$ cat config.mk
export PLATFORM = sky130hd
export DESIGN_NAME = seq_monitor
export DESIGN_NICKNAME = d
export VERILOG_FILES = /design/src/rtl/seq_monitor.sv
export SDC_FILE = /design/constraint.sdc
export NUM_CORES = 1
export LEC_CHECK = 0
export BUFFER_PORTS_ARGS = -buffer_cell sky130_fd_sc_hd__buf_2
export CORE_MARGIN = 2
export CORE_UTILIZATION = 55
export CTS_BUF_LIST = sky130_fd_sc_hd__clkbuf_4 sky130_fd_sc_hd__clkbuf_8
export DETAILED_ROUTE_END_ITERATION = 6
export PLACE_DENSITY = 0.84
export SETUP_SLACK_MARGIN = 0.3
export SLEW_MARGIN = 20
export SYNTH_ARGS = -nofsm -noshare
export SYNTH_HDL_FRONTEND = slang
export SYNTH_SLANG_ARGS = --single-unit
$ cat constraint.sdc
create_clock -name clk -period 3.16 [get_ports clk]
set_clock_uncertainty 0.15 [all_clocks]
set_input_delay 0.474 -clock clk [delete_from_list [all_inputs] [get_ports clk]]
set_output_delay 0.474 -clock clk [all_outputs]
set_load 0.02 [all_outputs]
$ cat src/rtl/seq_monitor.sv
// seq_monitor
// Checks the output of the 4-bit skip-counter whose legal cycle is
// 0,1,2,3,5,7,8,9,0. After LOCK_LEN correct transitions in a row the
// monitor locks. From then on it flags every illegal value or wrong
// transition and counts completed 9->0 wraps.
//
// Ports:
//   clk        rising-edge clock
//   rst        synchronous active-high reset, priority over all inputs
//   q_in       counter value under test
//   en         sample qualifier; q_in is ignored when low
//   clr_err    synchronous clear of err_cnt / err_sticky (a same-cycle error wins)
//   locked     high while in LOCK
//   err_pulse  one-cycle pulse per detected error
//   err_sticky set by any error, cleared by rst or clr_err
//   err_cnt    saturating error count
//   wrap_pulse one-cycle pulse per correct 9->0 while locked
//   wrap_cnt   completed wraps while locked, modulo 2^WRAP_W
// All outputs are registered and appear the cycle after the sampling edge.
module seq_monitor #(
    parameter int LOCK_LEN = 4,
    parameter int ERR_W    = 8,
    parameter int WRAP_W   = 8
) (
    input  logic              clk,
    input  logic              rst,
    input  logic [3:0]        q_in,
    input  logic              en,
    input  logic              clr_err,
    output logic              locked,
    output logic              err_pulse,
    output logic              err_sticky,
    output logic [ERR_W-1:0]  err_cnt,
    output logic              wrap_pulse,
    output logic [WRAP_W-1:0] wrap_cnt
);

    // Bit v set means value v is part of the legal cycle {0,1,2,3,5,7,8,9}.
    localparam logic [15:0] LEGAL_MASK = 16'b0000_0011_1010_1111;
    localparam logic [4:0]  LOCK_TGT   = 5'(LOCK_LEN);

    typedef enum logic [1:0] {
        IDLE = 2'd0,
        ACQ  = 2'd1,
        LOCK = 2'd2
    } state_t;

    state_t              state_reg, state_next;
    logic [3:0]          prev_reg, prev_next;
    logic [3:0]          good_cnt_reg, good_cnt_next;
    logic                locked_reg;
    logic                err_pulse_reg;
    logic                err_sticky_reg;
    logic [ERR_W-1:0]    err_cnt_reg;
    logic                wrap_pulse_reg;
    logic [WRAP_W-1:0]   wrap_cnt_reg;

    logic                err_ev;
    logic                wrap_ev;
    logic                q_legal;
    logic                q_match;
    logic [3:0]          nxt_val;
    logic [4:0]          good_inc;

    // Expected successor of the previous sample. prev is always a legal
    // value, so the default arm is never reached in operation.
    always_comb begin
        nxt_val = 4'd0;
        case (prev_reg)
            4'd0:    nxt_val = 4'd1;
            4'd1:    nxt_val = 4'd2;
            4'd2:    nxt_val = 4'd3;
            4'd3:    nxt_val = 4'd5;
            4'd5:    nxt_val = 4'd7;
            4'd7:    nxt_val = 4'd8;
            4'd8:    nxt_val = 4'd9;
            4'd9:    nxt_val = 4'd0;
            default: nxt_val = 4'd0;
        endcase
    end

    assign q_legal  = LEGAL_MASK[q_in];
    assign q_match  = (q_in == nxt_val);
    assign good_inc = {1'b0, good_cnt_reg} + 5'd1;

    always_comb begin
        state_next    = state_reg;
        prev_next     = prev_reg;
        good_cnt_next = good_cnt_reg;
        err_ev        = 1'b0;
        wrap_ev       = 1'b0;
        if (en) begin
            case (state_reg)
                IDLE: begin
                    // No reference sample yet: a legal value just seeds prev.
                    if (q_legal) begin
                        prev_next     = q_in;
                        good_cnt_next = 4'd0;
                        state_next    = ACQ;
                    end else begin
                        err_ev = 1'b1;
                    end
                end
                ACQ: begin
                    if (q_match) begin
                        prev_next = q_in;
                        if (good_inc == LOCK_TGT) begin
                            state_next    = LOCK;
                            good_cnt_next = 4'd0;
                        end else begin
                            good_cnt_next = good_inc[3:0];
                        end
                    end else begin
                        err_ev        = 1'b1;
                        good_cnt_next = 4'd0;
                        if (q_legal) begin
                            prev_next = q_in;      // reseed from the wrong-but-legal value
                        end else begin
                            state_next = IDLE;
                        end
                    end
                end
                LOCK: begin
                    if (q_match) begin
                        prev_next = q_in;
                        wrap_ev   = (prev_reg == 4'd9);
                    end else begin
                        err_ev = 1'b1;
                        if (q_legal) begin
                            prev_next     = q_in;
                            good_cnt_next = 4'd0;
                            state_next    = ACQ;
                        end else begin
                            state_next = IDLE;
                        end
                    end
                end
                default: begin
                    state_next = IDLE;
                end
            endcase
        end
    end

    always_ff @(posedge clk) begin
        if (rst) begin
            state_reg      <= IDLE;
            prev_reg       <= 4'd0;
            good_cnt_reg   <= 4'd0;
            locked_reg     <= 1'b0;
            err_pulse_reg  <= 1'b0;
            err_sticky_reg <= 1'b0;
            err_cnt_reg    <= '0;
            wrap_pulse_reg <= 1'b0;
            wrap_cnt_reg   <= '0;
        end else begin
            state_reg      <= state_next;
            prev_reg       <= prev_next;
            good_cnt_reg   <= good_cnt_next;
            locked_reg     <= (state_next == LOCK);
            err_pulse_reg  <= err_ev;
            wrap_pulse_reg <= wrap_ev;
            if (wrap_ev) begin
                wrap_cnt_reg <= wrap_cnt_reg + WRAP_W'(1);
            end
            // An error in the same cycle as clr_err wins: the count restarts at 1.
            if (err_ev) begin
                err_sticky_reg <= 1'b1;
                if (clr_err) begin
                    err_cnt_reg <= ERR_W'(1);
                end else if (err_cnt_reg != {ERR_W{1'b1}}) begin
                    err_cnt_reg <= err_cnt_reg + ERR_W'(1);
                end
            end else if (clr_err) begin
                err_sticky_reg <= 1'b0;
                err_cnt_reg    <= '0;
            end
        end
    end

    assign locked     = locked_reg;
    assign err_pulse  = err_pulse_reg;
    assign err_sticky = err_sticky_reg;
    assign err_cnt    = err_cnt_reg;
    assign wrap_pulse = wrap_pulse_reg;
    assign wrap_cnt   = wrap_cnt_reg;

endmodule

==> metrics, run 1 <==
status complete, no violations; FFs w/ async S/R, synth 0%; P&R area growth vs syn 13.3%; synthesized area per cell 8.86 sq um; Lkg Pwr 0.811 nW; Die Width 61.2 microns; Final period util 80.4%; DIE HEIGHT 61.2 microns; starting DRC count in detailed routing 117; final net count 251; vias 1501; Worst EP arrival 2.66 ns; library cells used by synthesis 51; CTS Sinks 34; Die ar. 3740 sq um; max-slew violations 0; Hold Startpoint clr_err; post-CTS setup buffer count 0; mean number of vias per cell 5.42; worst setup path class flip-flop to flip-flop; Post-Syn Instances 203; post-synthesis sequential area ratio 37.9%; first-pass GRT wire length 5520 microns; Fin. Hold Viols 0; critical path required time 3.28 ns; Crit. End Element flip-flop; crit start category flip-flop; yosys warns 0; Hold Crit Depth 3; reg2reg path depth 10; TritonRoute pass-1 iters 4; CTS Buf Count 5; syn nets 222; PostCTS Resize Cnt 0; HPWL after DPL 2620 microns; Max VDD drop 0.261 mV; Ant. Diodes 0; vias in the first global route 1268; Cell Area, Synth 1800 sq um; gpl congestion 0.858; worst r2r src state_reg[0]$_SDFF_PP0_; final setup fails 0; final hold slack 0.288 ns; Std-Cell Rows 20; Total GRT Usage 20.1%; global route total overflow 0; share of cells above drive strength 1 20.2%; PortBufs 27; setup TNS 0 ns; Hold Path Class input port to flip-flop; DRC 0; most common cell after layout, fill and taps aside dfxtp_1; clock root cell clkbuf_4; clk_lat worst skew 0.33 ns; area of the core 3080 sq um; Initial Utilization 58.4%; R2R setup slack 0.62 ns; Primary FF master, synth dfxtp_1; EDFF count, synth 0; Max-slew headroom 70.4%; initial antenna violation count 0; Routed WL 3480 microns; RSZ-0062 raised after global routing false; minimum clock period 2.54 ns; most frequent cells in the layout dfxtp_1, buf_2, nor2_1; crit-path max FO 5; f_max 394 MHz; clock slew at reported path FFs 0.10 ns; Worst Tran Pin Value 0.437 ns; Worst Hold Endpoint err_cnt[0]$_SDFFE_PP0P_; largest net degree at the start of global routing 24; H-tree depth 2; reg2reg end nxt_val[1]$_SDFF_PP0_; post-cts hold buffer count 0; Clock Path Buffers 2; max_cap viols 0; IO Pins 28; post-DR wirelength/cell 12.5 microns; antenna-violating nets left 0; #FFs+latches synth 34; PwrDens 419 nW/um^2; CTS tree built; Worst setup startpoint state_reg[0]$_SDFF_PP0_
## layout make-up
cell class              instances  area, sq um
clock buffers                   8         78.8
fillers                       283         1040
inverters                       9         33.8
multi-input cells             155         1050
flip-flops and latches         34          681
well taps                      44         55.1
repair buffers                 27          135
## power breakdown
part	leakage [nW]	internal (mW)	total (mW)	switching [mW]
Sequential	0.276	0.440	0.449	0.00803
Clock	0.0446	0.152	0.294	0.142
Combinational	0.490	0.0420	0.111	0.0685
Total	0.811	0.635	0.853	0.218
## synth_stat cells (4+ instances only)
cell      instances  area (sq um)
a21oi_1          14          70.1
dfxtp_1          34           681
ha_1             11           138
inv_1             9          33.8
mux2i_1           5          50.1
nand2_1          16          60.1
nand2b_1          6          37.5
nand3_1           4          20.0
nand4_1           6          37.5
nor2_1           25          93.8
o21ai_0          10          50.1
xnor2_1           7          61.3
xor2_1            6          52.6
## worst max-delay path by stage
stage,to,depth (start not counted),slack (ns)
after floorplan,nxt_val[1]$_SDFF_PP0_,9,0.81
after global placement,nxt_val[1]$_SDFF_PP0_,10,0.58
after detailed placement,nxt_val[1]$_SDFF_PP0_,10,0.46
after CTS,nxt_val[1]$_SDFF_PP0_,10,0.65
after global routing,nxt_val[1]$_SDFF_PP0_,10,0.47
final,nxt_val[1]$_SDFF_PP0_,10,0.62
## cells by family after synthesis
group           count (synthesis)  synth area share (%)
simple gates                   86                  26.2
compound gates                 39                  14.9
flops                          34                  37.9
buf+inv                        14                  3.55
xor+xnor                       13                  6.33
fa+ha+maj                      11                  7.65
mux                             6                  3.55
## critical path: stages (launching register included)
cell	delay [ns]
dfxtp_1	0.38
ha_1	0.26
nor2b_1	0.29
nand2_1	0.14
o22ai_4	0.20
mux2i_1	0.27
nor2_1	0.08
inv_1	0.12
ha_1	0.23
or2_1	0.22
a21oi_1	0.13
## routing by layer
layer	track usage, %	wire, microns	vias to the layer above
met1	27.4	1710	685
li1	-	-	777
met5	0	0	-
met4	10.2	41	0
met3	4.41	156	4
met2	29.8	1570	35
## metrics by stage
step / power (mW) / instances / util (%) / setup slack [ns] / area (sq um)
2_1_floorplan: 0.543 / 203 / - / 0.812 / 1800
3_3_place_gp: 0.565 / 269 / 63.6 / 0.576 / 1960
3_5_place_dp: 0.569 / 269 / 63.6 / 0.459 / 1960
4_1_cts: 0.862 / 277 / 66.2 / 0.650 / 2040
5_1_grt: 0.896 / 277 / 66.2 / 0.466 / 2040
6_report: 0.853 / 277 / 66.2 / 0.621 / 2040
(Power assumes the default switching activity.)
==> run 2: changes to the inputs <==
--- a/config.mk
+++ b/config.mk
@@ -7,7 +7,7 @@
 export LEC_CHECK = 0
 export BUFFER_PORTS_ARGS = -buffer_cell sky130_fd_sc_hd__buf_2
 export CORE_MARGIN = 2
-export CORE_UTILIZATION = 55
+export CORE_UTILIZATION = 53
 export CTS_BUF_LIST = sky130_fd_sc_hd__clkbuf_4 sky130_fd_sc_hd__clkbuf_8
 export DETAILED_ROUTE_END_ITERATION = 6
 export PLACE_DENSITY = 0.84
==> constraint.sdc (replaced) <==
create_clock -name clk -period 2.3 [get_ports clk]
set_clock_uncertainty 0.15 [all_clocks]
set_input_delay 0.345 -clock clk [delete_from_list [all_inputs] [get_ports clk]]
set_output_delay 0.345 -clock clk [all_outputs]
set_load 0.02 [all_outputs]
==> run 2 against run 1 <==
Against the previous run:
- core utilization up 5.3 points
- non-clock buffer count up 17
- first-iteration DRC count down 39%
- global-route usage up 0.95 points
- setup slack worse by 0.56 ns
- largest power group unchanged
==> metrics, run 2 (synthesis results as in run 1) <==
status complete, no violations; PwrDens 510 nW/um^2; first-pass GRT wire length 6420 microns; Gate power share 18.3%; post-cts hold buffer count 0; minimum clock period 2.23 ns; Initial Utilization 54.7%; clk_lat worst skew 0.34 ns; RSZ-0062 raised after global routing true; final net count 268; area of the core 3280 sq um; Routed WL 3980 microns; Total GRT Usage 21.0%; crit-path max FO 6; Ant. Diodes 0; Flop pwr share 51.6%; Switch Pwr 348 uW; share of cells above drive strength 1 37.2%; most frequent cells in the layout dfxtp_1, buf_2, nor2_1; Hold Path Class input port to flip-flop; P&R area growth vs syn 30.5%; post-DR wirelength/cell 13.4 microns; critical path required time 2.42 ns; CTS tree built; antenna-violating nets left 0; clock root cell clkbuf_4; Lkg Pwr 0.938 nW; Std-Cell Rows 21; crit start category flip-flop; largest net degree at the start of global routing 24; most common cell after layout, fill and taps aside dfxtp_1; DIE HEIGHT 62.2 microns; Final period util 97.2%; f_max 447 MHz; final setup margin 0.0653 ns; Int Pwr 850 uW; H-tree depth 2; CTS Buf Count 5; Clk pwr share 30.1%; HPWL after DPL 2630 microns; vias 1571; initial antenna violation count 0; final setup fails 0; Sw Share 29.1%; Worst Tran Pin Value 0.444 ns; vias in the first global route 1454; gpl congestion 0.872; Crit. End Element flip-flop; Max VDD drop 0.359 mV; global route total overflow 0; Clock Path Buffers 2; fillcell total 243; Die ar. 3870 sq um; worst setup path class flip-flop to flip-flop; PortBufs 27; mean number of vias per cell 5.31; clock slew at reported path FFs 0.11 ns; max-slew violations 0; CTS Sinks 34; DP Worst Slack 0.0199 ns; Die Width 62.2 microns; starting DRC count in detailed routing 71; Fin. Hold Viols 0; max_cap viols 0; Max-slew headroom 69.9%; final hold slack 0.124 ns; Worst EP arrival 2.36 ns; DRC 0; IO Pins 28; TritonRoute pass-1 iters 4
run 2: changes by cell type in the layout (fill, tap and decap cells not counted), moves of 3 or more:
cell / change
xnor2_2: +3
ha_4: +4
inv_4: +3
ha_1: -5
xnor2_1: -4
dfxtp_1: -3
buf_4: +17
inv_1: -4
run 2: worst paths after layout:
check / from / end / slack [ns] / cells past startpoint
max: state_reg[1]$_SDFF_PP0_ / nxt_val[0]$_DFF_P_ / 0.07 / 11
min: clr_err / err_cnt[0]$_SDFFE_PP0P_ / 0.12 / 3
max reg2reg: state_reg[1]$_SDFF_PP0_ / nxt_val[0]$_DFF_P_ / 0.07 / 11
min reg2reg: err_sticky$_SDFFE_PP0P_ / err_sticky$_SDFFE_PP0P_ / 0.33 / 2
run 2: metrics by stage:
stage | util (%) | area [sq um] | total power, mW | TNS [ns] | cells
6_report | 71.5 | 2350 | 1.20 | 0 | 296
4_1_cts | 69.0 | 2260 | 1.18 | 0 | 294
5_1_grt | 71.5 | 2350 | 1.25 | -0.0538 | 296
3_3_place_gp | 64.0 | 2100 | 0.807 | 0 | 277
3_5_place_dp | 64.0 | 2100 | 0.810 | 0 | 277
2_1_floorplan | - | 1890 | 0.763 | 0 | 203
run 2: repair_timing:
item                                    4_1_cts  5_1_grt
buffers inserted                              9        2
pin swaps                                     8        5
resized for setup                             8       14
endpoints found under the setup margin       11       10
run 2: routing by layer:
| metal | track usage, % | part of all wire, % | vias to the layer above |
|---|---|---|---|
| met1 | 25.1 | 46 | 715 |
| met3 | 6.70 | 4.0 | 8 |
| met5 | 0 | 0 | - |
| met4 | 10.8 | 2.7 | 0 |
| li1 | - | - | 809 |
| met2 | 34.0 | 48 | 39 |
run 2: critical path, cell delays in order, from the launching register on:
cell and delay, ns:
dfxtp_4 0.43, inv_4 0.05, ha_4 0.28, nand2_4 0.06, o22ai_4 0.19, mux2i_2 0.31, nor2_2 0.08, inv_2 0.12
buf_4 0.13, ha_4 0.12, mux2i_1 0.06, o22ai_1 0.19
run 2: layout make-up:
class                           instances  area [sq um]  share of cell area, %
Inverter                                9          41.3                   1.76
Multi-Input combinational cell        155          1230                   52.5
Timing Repair Buffer                   44           263                   11.2
Clock inverter                          2          12.5                  0.533
Tap cell                               46          57.6                   2.45
Clock buffer                            6          51.3                   2.19
Sequential cell                        34           689                   29.4
run 2: power groups by stage:
| stage | Clock [mW] | Sequential, mW | Combinational [mW] |
|---|---|---|---|
| finish | 0.361 | 0.618 | 0.219 |
| global route | 0.397 | 0.620 | 0.236 |
| CTS | 0.369 | 0.617 | 0.196 |
| detailed placement | 0 | 0.632 | 0.179 |
| global placement | 0 | 0.631 | 0.176 |
| floorplan | 0 | 0.635 | 0.129 |
